File: src/rtl/deck_dealer.sv
// deck_dealer: deals nine distinct playing cards into fixed output slots.
//
// Ports:
//   clk              rising-edge clock
//   reset            asynchronous, active-high reset
//   draw_card        level request, held high until the deal completes
//   dealt_cards      nine 6-bit cards {suit[1:0], rank[3:0]}; card i at [6i+5:6i]
//                    (0,1 player; 2,3 dealer; 4..8 community)
//   all_cards_dealt  high once all nine slots hold valid cards
//   busy             high while dealing
//
// Configuration:
//   DEALER_FIXED_DECK_EN  when defined, candidates come from a deterministic
//                         sequence {2'b00, counter+2} instead of the LFSR.
module deck_dealer (
  input  logic        clk,
  input  logic        reset,
  input  logic        draw_card,
  output logic [53:0] dealt_cards,
  output logic        all_cards_dealt,
  output logic        busy
);

  typedef enum logic [1:0] {
    StIdle = 2'd0,
    StDeal = 2'd1,
    StDone = 2'd2
  } state_e;

  localparam logic [15:0] LfsrSeed = 16'hACE1;

  state_e          state_q;
  logic [15:0]     lfsr_q;
  logic [3:0]      cnt_q;
  logic [51:0]     mask_q;
  logic [8:0][5:0] cards_q;
  logic            all_dealt_q;
  logic            busy_q;

  logic       lfsr_fb;
  logic [5:0] cand;
  logic [1:0] cand_suit;
  logic [3:0] cand_rank;
  logic [5:0] cand_idx;
  logic       rank_ok;
  logic       accept;

  // Taps 16,14,13,11 in right-shift form: bit 0 is the oldest stage.
  assign lfsr_fb = lfsr_q[0] ^ lfsr_q[2] ^ lfsr_q[3] ^ lfsr_q[5];

`ifdef DEALER_FIXED_DECK_EN
  assign cand = {2'b00, cnt_q + 4'd2};
`else
  assign cand = lfsr_q[5:0];
`endif

  assign cand_suit = cand[5:4];
  assign cand_rank = cand[3:0];
  assign rank_ok   = (cand_rank >= 4'd2) && (cand_rank <= 4'd14);
  assign cand_idx  = {4'b0000, cand_suit} * 6'd13 + {2'b00, cand_rank} - 6'd2;
  // rank_ok guards the mask lookup so out-of-range indices are never used.
  assign accept    = rank_ok && !mask_q[cand_idx];

  always_ff @(posedge clk or posedge reset) begin
    if (reset) begin
      state_q     <= StIdle;
      lfsr_q      <= LfsrSeed;
      cnt_q       <= 4'd0;
      mask_q      <= '0;
      cards_q     <= '0;
      all_dealt_q <= 1'b0;
      busy_q      <= 1'b0;
    end else begin
      lfsr_q <= {lfsr_fb, lfsr_q[15:1]};
      case (state_q)
        StIdle: begin
          if (draw_card) begin
            cnt_q       <= 4'd0;
            mask_q      <= '0;
            cards_q     <= '0;
            all_dealt_q <= 1'b0;
            busy_q      <= 1'b1;
            state_q     <= StDeal;
          end
        end
        StDeal: begin
          if (!draw_card) begin
            // Abort: discard the partial hand.
            cnt_q       <= 4'd0;
            mask_q      <= '0;
            cards_q     <= '0;
            all_dealt_q <= 1'b0;
            busy_q      <= 1'b0;
            state_q     <= StIdle;
          end else if (accept) begin
            cards_q[cnt_q]   <= cand;
            mask_q[cand_idx] <= 1'b1;
            cnt_q            <= cnt_q + 4'd1;
            if (cnt_q == 4'd8) begin
              all_dealt_q <= 1'b1;
              busy_q      <= 1'b0;
              state_q     <= StDone;
            end
          end
        end
        StDone: begin
          // Cards and flag stay valid into IDLE so the consumer can latch late.
          if (!draw_card) begin
            state_q <= StIdle;
          end
        end
        default: begin
          state_q     <= StIdle;
          cnt_q       <= 4'd0;
          mask_q      <= '0;
          cards_q     <= '0;
          all_dealt_q <= 1'b0;
          busy_q      <= 1'b0;
        end
      endcase
    end
  end

  assign dealt_cards     = cards_q;
  assign all_cards_dealt = all_dealt_q;
  assign busy            = busy_q;

endmodule

File: config.mk
export PLATFORM = sky130hd
export DESIGN_NAME = deck_dealer
export DESIGN_NICKNAME = d
export VERILOG_FILES = /design/src/rtl/deck_dealer.sv
export SDC_FILE = /design/constraint.sdc
export NUM_CORES = 1
export LEC_CHECK = 0
export CAP_MARGIN = 20
export CORE_MARGIN = 2
export CORE_UTILIZATION = 61
export CTS_CLUSTER_DIAMETER = 40
export DETAILED_ROUTE_END_ITERATION = 8
export DONT_BUFFER_PORTS = 1
export GPL_ROUTABILITY_DRIVEN = 0
export PLACE_DENSITY_LB_ADDON = 0.3
export SETUP_SLACK_MARGIN = 0.1
export SKIP_LAST_GASP = 1
export SYNTH_ARGS = -nofsm -noshare
export SYNTH_HDL_FRONTEND = slang
export SYNTH_SLANG_ARGS = --single-unit
export TNS_END_PERCENT = 1
File: constraint.sdc
create_clock -name clk -period 6.8 [get_ports clk]
set_input_delay 0 -clock clk [delete_from_list [all_inputs] [get_ports clk]]
set_output_delay 0 -clock clk [all_outputs]
set_load 0.02 [all_outputs]
Yosys cells after proc, flatten, opt, wreduce, memory -nomap -nowiden
Index checks and enable logic that the tools add are counted.
{ "totals": {"ff_bits": 130, "input_bits": 3, "out_inout_bits": 56, "wordCells": 81} }
{ "classes": {"add_sub_neg": 3, "mul": 1, "magnitude_cmp": 6, "n_eq_ne": 7, "muxes": 35, "bitwise": 5, "reduce_logical": 9} }
{ "ops": {"columns": ["op", "count"], "rows": [
  ["$mux 54", 3],
  ["$pmux 54 s3", 1],
  ["$mux 52", 3],
  ["$pmux 52 s3", 1],
  ["$bwmux 54", 1],
  ["$or 52x52->52", 1],
  ["$demux 6 s4", 1],
  ["$mux 4", 3],
  ["$pmux 4 s3", 1],
  ["$mux 1", 10],
  ["$mux 2", 5],
  ["$reduce_and 4->1", 2],
  ["$lt 6x7->1 const B", 1],
  ["$add 6x4->6", 1],
  ["$bmux 1 s6", 1],
  ["$demux 1 s6", 1],
  ["$ge 6x1->1 const B", 1],
  ["$mul 2x4->6 const B", 1],
  ["$mux 6", 1],
  ["$ne 3x3->1 const B", 2],
  ["$pmux 1 s3", 2],
  ["$pmux 2 s3", 1],
  ["$sub 6x2->6 const B", 1],
  ["$lt 4x5->1 const B", 1],
  ["other kinds (14)", 20]
]} }

Depth between registers and ports, before layout
Gate-level depths: netlist (run 1).
{ "logic_depth": {"depth_word": 11, "mapped_depth": 14, "depth_no_buf": 12} }

Worst setup path after synthesis (run 1)
OpenSTA, ideal clock, no wires.
{ "synth_timing": {"path_type": "register to register", "from": "register lfsr_q[5]", "to": "register cards_q, in the netlist dealt_cards[26]", "setup_time_ns": 0.121, "t_arrival_ns": 3.496, "required_time_ns": 6.679, "setup_slack_ns": 3.183, "stages_incl_launch_ff": 14, "path_buffers": 1, "synth_period_minus_slack_ns": 3.617, "cell_sequence": "dfstp_2 > inv_1 > fa_1 > inv_1 > ha_1 > fa_1 > mux4_2 > o22ai_1 > o22a_1 > o22a_1 > buf_2 > nand4_1 > a21o_1 > a22o_1"} }
{ "synth_between": {"elab_chain_cells": 9} }
{ "synth_rtl": {"columns": ["item", "line", "rtl"], "rows": [
  ["start: declaration", "33", "logic [15:0] lfsr_q;"],
  ["start signal: assignment", "67", "lfsr_q <= LfsrSeed;"],
  ["start signal: assignment", "74", "lfsr_q <= {lfsr_fb, lfsr_q[15:1]};"],
  ["$mul 2x4->6", "60", "assign cand_idx = {4'b0000, cand_suit} * 6'd13 + {2'b00, cand_rank} - 6'd2;"],
  ["$add 6x4->6", "60", null],
  ["$sub 6x2->6", "60", null],
  ["$bmux 1 s6", "62", "assign accept = rank_ok && !mask_q[cand_idx];"],
  ["$mux 1 (not written as such)", "62", null],
  ["$logic_not 1->1", "62", null],
  ["$logic_and 1x1->1", "62", null],
  ["$ne 3x3->1 (no source line)", null, null],
  ["$reduce_and 3->1 (no source line)", null, null],
  ["end signal: indexed assignment", "96", "cards_q[cnt_q] <= cand;"],
  ["end: declaration", "36", "logic [8:0][5:0] cards_q;"]
]} }
Every way passes these cells. The select of a mux whose other input is x is not followed.
A chain may end at the register's enable or synchronous reset.

Worst setup path after layout (run 1)
{ "layout_timing": {"from": "register lfsr_q[5]", "to": "register mask_q[36]"} }
{ "layout_between": {"elab_chain_cells": 11, "word_cells_on_any_way": 18, "cone_classes": "add/sub (2); mul (1); order compare (2); eq/ne (1); mux (7); bitwise (1); reduce/logical (4)"} }
{ "layout_rtl": {"columns": ["item", "line", "rtl"], "rows": [
  ["$mul 2x4->6 (*)", "60", null],
  ["$add 6x4->6 (*)", "60", null],
  ["$sub 6x2->6 (*)", "60", null],
  ["$lt 6x7->1 (not written as such) / $ge 6x1->1 (equally long branches)", "97", "mask_q[cand_idx] <= 1'b1;"],
  ["$logic_and 1x1->1 (not written as such)", "97", null],
  ["$mux 1 (not written as such)", "97", null],
  ["$demux 1 s6", "97", null],
  ["$or 52x52->52 (no source line)", null, null],
  ["$mux 52", "95", "end else if (accept) begin"],
  ["$mux 52", "87", "if (!draw_card) begin"],
  ["$pmux 52 s3", "75", "case (state_q)"],
  ["end signal: assignment", "79", "mask_q <= '0;"],
  ["end signal: assignment", "90", "mask_q <= '0;"],
  ["end signal: indexed assignment", "97", null],
  ["end: declaration", "35", "logic [51:0] mask_q;"]
]} }
Every way passes the cells marked *; elsewhere a longest branch is shown, timed or not. The select of a mux whose other input is x is not followed.

==> qor.csv, run 1 <==
metric,value,unit
worst min-delay path class,input pin to asynchronous set/reset pin,
Slew @ Worst Pin,898,ps
starting density of the core,62.0,%
Post-layout nets,493,
setup violators final,0,
hpwl dp,8.80,mm
area share of the largest cell type after synthesis,51.3,%
Sum Neg Setup Slack,0,ps
count of final hold-check violations,0,
CTS buffer count,17,
GRT Util Overall,26.9,%
Worst setup SP type,register,
share of async-settable or async-resettable flops after synthesis,100,%
Ports,59,
post-route ant nets,0,
vias in the first global route,4003,
Vias/cell,6.54,
n_diodes,0,
P&R area growth vs syn,11.3,%
H-tree lvl count,4,
synthesized instance count,479,
largest net degree at the start of global routing,69,
DIE WIDTH,103,µm
most frequent cell after synthesis,dfrtp_1,
drt drc,0,
"Req. time, crit path",7250,ps
post-route insts no fill,622,
syn_nets,496,
layout cells sized above 1,16.6,%
outcome,"finished, final reports clean",
Commonest cells post-synth,"dfrtp_1, a22o_1, nor2_1, nand2_1, o21ai_0",
first-pass GRT wire length,21.2,mm
worst-case vdd ir drop,0.191,mV
drt pass-1 iters,5,
WL final,13.3,mm
Chip Height,103,µm
Max-Cap Viols,0,
Pwr Total,1730,µW
clk buf depth,2,
initial antenna violation count,0,
critical path class,register to register,
Crit Path Max Fanout,18,
DR WL/cell,21.4,µm
RSZ-0062 raised after global routing,false,
Cells after DPL,588,
Fmax,0.222,GHz
Core Region,0.00959,mm²
CTS sink cnt,130,
fillcell total,688,
top post-synthesis cells by area,"dfrtp_1, a22o_1, dfstp_2",
"Min Clock Period, post-route",4510,ps
Relative slew margins,39.9,%
period utilization,66.3,%
Port Buffer Count,0,
Post-Syn Area per Cell,12.4,µm²
Slew Limit Fails,0,
"Seq/Total Area, Yosys",54.9,%
crit end category,register,
Post-synth EDFFs,0,
Die ar.,0.0106,mm²
"Arr. time, crit path",4950,ps
"Top FF cell, synth",dfrtp_1,
Placement Rows,36,
vias after detailed routing,4068,
Pwr Density,261,mW/mm²
Synth Warn #,0,
clk root buf,clkbuf_8,
Pleak,0.00301,µW
Worst-Skew Late Latency,540,ps
Clock transition at path regs,60,ps
TritonCTS clock tree,built,
biggest area consumer among synthesized cells,dfrtp_1,
Initial DRC Count,371,
Post-CTS Setup Repair Bufs,0,
"FF+latch count, synth",130,
Overflow after GRT,0,
Clock Skews,8.02,ps
mapped cell area,0.00595,mm²
count of cell types in the netlist,63,
cell usage in the layout, fill, tap and decap left out, types with 6 or more instances in the layout:
cell type    n
mux4_2       7
dfstp_2      8
clkbuf_16   16
clkbuf_8     6
a22o_1      76
o21ai_0     17
nand4_1     10
nand2_1     29
a32o_1      13
mux2_2       6
nor2_1      34
dfrtp_1    122
inv_1        9
a21o_1       8
ha_1        11
registers in the layout (all words and copies together) (netlist names):
register and cells:
busy 1, all_cards_dealt 1, state_q 2, cnt_q 4
lfsr_q 16, mask_q 52, dealt_cards 54
final timing paths:
kind	start	end	slack (ps)	cells past startpoint
max reg2reg	lfsr_q[5]	mask_q[36]	2290	12
max	lfsr_q[5]	mask_q[36]	2290	12
min reg2reg	lfsr_q[12]	lfsr_q[11]	360	0
max in group asynchronous	reset	mask_q[12]	5430	3
min in group clk	draw_card	state_q[1]	200	2
min	reset	dealt_cards[41]	100	2
routing by layer:
layer	vias to the layer above	global-route usage (%)	wire, µm
li1	1800	-	-
met1	2080	38.5	5940
met2	162	38.5	6130
met3	26	8.14	931
met4	0	11.9	299
met5	-	0	0
through the flow:
step / utilization [%] / instance area (µm²) / hold WS [ps] / setup WS [ps]
3_5_place_dp: 62.6 / 6010 / 83.6 / 2330
4_1_cts: 69.0 / 6620 / 129 / 2330
2_1_floorplan: - / 5950 / 138 / 3180
3_3_place_gp: 62.6 / 6010 / 72.6 / 2540
6_report: 69.0 / 6620 / 104 / 2290
5_1_grt: 69.0 / 6620 / 175 / 1980
power breakdown:
| part | total, µW | internal (µW) | switching (µW) |
|---|---|---|---|
| logic | 55.5 | 10.0 | 45.5 |
| clock network | 892 | 567 | 325 |
| registers | 778 | 775 | 2.50 |
| total | 1730 | 1350 | 373 |
cell type report:
type                       instances  area [µm²]  share of cell area [%]
tap                              133         166                    2.51
sequential                       130        3260                    49.3
timing repair buffer               7        57.6                   0.870
inverter                          10        40.0                   0.605
clock buffer                      23         487                    7.35
clock inverter                     9         103                    1.55
multi-input combinational        310        2500                    37.8
timing repair:
action | CTS | global route
endpoints found under the hold margin | 70 | 0
hold buffers | 2 | 0
resized for setup | 0 | 0
cell families (layout without fill, tap and decap cells):
family / Yosys count / in the layout / share of synthesized area, %
mux: 19 / 19 / 5.34
xor+xnor: 9 / 9 / 1.33
flops: 130 / 130 / 54.9
buf+inv: 39 / 49 / 3.18
fa+ha+maj: 14 / 14 / 3.32
compound gates: 141 / 141 / 19.6
simple gates: 127 / 127 / 12.4
worst max-delay path, stage by stage (launching register included):
cell     delay, ps
dfstp_2        570
inv_1          130
fa_1           510
inv_1           60
ha_1           230
fa_1           810
mux4_2         390
o22ai_1        180
o22a_1         200
o22ai_2        180
nor3_4         630
nand3_1        260
o21ai_0        250
Power figures use the tool's default switching activity.
==> run 2: changes to the inputs <==
- clock period: 6.8 -> 4.45 ns (I/O delays scaled with it)
==> qor.csv, run 2 (same netlist as run 1, synthesis figures left out) <==
metric,value,unit
outcome,"finished, final reports clean",
Overflow after GRT,0,
Cells after DPL,595,
clk root buf,clkbuf_8,
Die ar.,0.0106,mm²
Clock Skews,7.79,ps
Placement Rows,36,
Fmax,0.240,GHz
P&R area growth vs syn,12.8,%
H-tree lvl count,4,
CP max-delay cell,fa_1,
cts repair resizes,0,
switching part of the total,22.1,%
DR WL/cell,22.1,µm
setup violators final,0,
drt drc,0,
worst path cell trace,inv_1 -> fa_1 -> inv_1 -> ha_1 -> fa_1 -> mux4_2 -> o22ai_1 -> o22a_1 -> o22ai_2 -> nor3_4 -> nand3_1 -> o21ai_0,
delay of the slowest critical-path stage,680,ps
Pleak,0.00305,µW
TritonCTS clock tree,built,
clk buf depth,2,
most frequent cells in the layout,"dfrtp_1, a22o_1, nor2_1",
CTS sink cnt,130,
Crit Path Max Fanout,9,
FF-to-FF path depth,12,
count of final hold-check violations,0,
Post-layout nets,502,
Largest register FFs,54,
post-route ant nets,0,
Internal Power,2100,µW
largest net degree at the start of global routing,78,
initial antenna violation count,0,
Clock transition at path regs,60,ps
P_sw,594,µW
Relative slew margins,37.0,%
Worst-Skew Late Latency,530,ps
WL final,14.0,mm
Pwr Density,401,mW/mm²
starting density of the core,62.0,%
r2r setup slk,280,ps
Worst setup SP type,register,
n_diodes,0,
Reg power frac,44.1,%
Max-Cap Viols,0,
hpwl dp,9.00,mm
"Req. time, crit path",4880,ps
CTS buffer count,17,
Reg-to-Reg End,mask_q[36],
vias in the first global route,4040,
fillcell total,647,
setup ws final,275,ps
post-route insts no fill,631,
layout cells sized above 1,18.3,%
worst r2r src,lfsr_q[5],
drt pass-1 iters,5,
clock network fraction of total power,52.6,%
multi-input logic area,0.00250,mm²
first-pass GRT wire length,21.9,mm
Core Region,0.00959,mm²
RSZ-0062 raised after global routing,true,
Chip Height,103,µm
pre-CTS WS,394,ps
DIE WIDTH,103,µm
Pwr Total,2690,µW
Initial DRC Count,309,
Vias/cell,6.59,
Port Buffer Count,0,
Reg area,0.00326,mm²
period utilization,93.8,%
"commonest non-fill, non-tap cell in the layout",dfrtp_1,
Comb pwr share,3.2,%
crit end category,register,
GRT Util Overall,28.0,%
Slew Limit Fails,0,
WHS,149,ps
critical path class,register to register,
Slew @ Worst Pin,942,ps
worst-case vdd ir drop,0.235,mV
worst min-delay path class,input pin to asynchronous set/reset pin,
Sum Neg Setup Slack,0,ps
Ports,59,
vias after detailed routing,4159,
"Min Clock Period, post-route",4170,ps
"Arr. time, crit path",4600,ps
[run 2: final cells by class]
type                            count  share of cell area, %
Timing Repair Buffer               16                   1.87
Sequential cell                   130                   48.6
Clock buffer                       20                   6.79
Multi-Input combinational cell    310                   37.3
Tap cell                          133                   2.48
Clock inverter                     12                   2.31
Inverter                           10                  0.597
[run 2: worst max path at each step]
| stage | from | end | slack (ps) | cells past startpoint |
|---|---|---|---|---|
| after floorplan | lfsr_q[5] | dealt_cards[26] | 830 | 13 |
| after global placement | lfsr_q[5] | mask_q[20] | 490 | 11 |
| after detailed placement | lfsr_q[5] | dealt_cards[38] | 390 | 12 |
| after CTS | lfsr_q[5] | mask_q[18] | 290 | 11 |
| after global routing | lfsr_q[5] | mask_q[36] | 50 | 11 |
| final | lfsr_q[5] | mask_q[36] | 280 | 12 |
[run 2: power by group through the flow]
stage	combinational [µW]	sequential (µW)	clock (µW)
3_3_place_gp	81.6	1210	0
6_report	87.2	1190	1420
4_1_cts	88.1	1190	1430
3_5_place_dp	85.1	1210	0
5_1_grt	98.4	1190	1480
2_1_floorplan	62.9	1210	0
[run 2: what timing repair did]
action / 4_1_cts / 5_1_grt
endpoints found under the hold margin: 79 / 0
setup endpoints to repair: 0 / 8
buffers inserted: 0 / 2
hold buffers: 2 / 0
[run 2: stage by stage]
| stage | instance area (µm²) | utilization (%) |
|---|---|---|
| after detailed placement | 6060 | 63.2 |
| after CTS | 6690 | 69.8 |
| after global placement | 6060 | 63.2 |
| final | 6710 | 69.9 |
| after floorplan | 5950 | - |
| after global routing | 6710 | 69.9 |
[run 2: worst max-delay path: cells and delay by family, from the launching register on]
family / cells / cell delay, ps
adders and majority gates: 3 / 1410
AOI/OAI and AO/OA: 4 / 860
and+or+nand+nor: 2 / 700
DFF: 1 / 580
muxes: 1 / 350
buffers and inverters: 2 / 190
[run 2: metal layers]
layer	vias up	wire length [µm]	global-route usage (%)	part of all wire (%)
li1	1828	-	-	-
met1	2120	6070	39.7	43
met2	183	6630	41.2	47
met3	28	1030	9.08	7.4
met4	0	244	9.31	1.7
met5	-	0	0	0
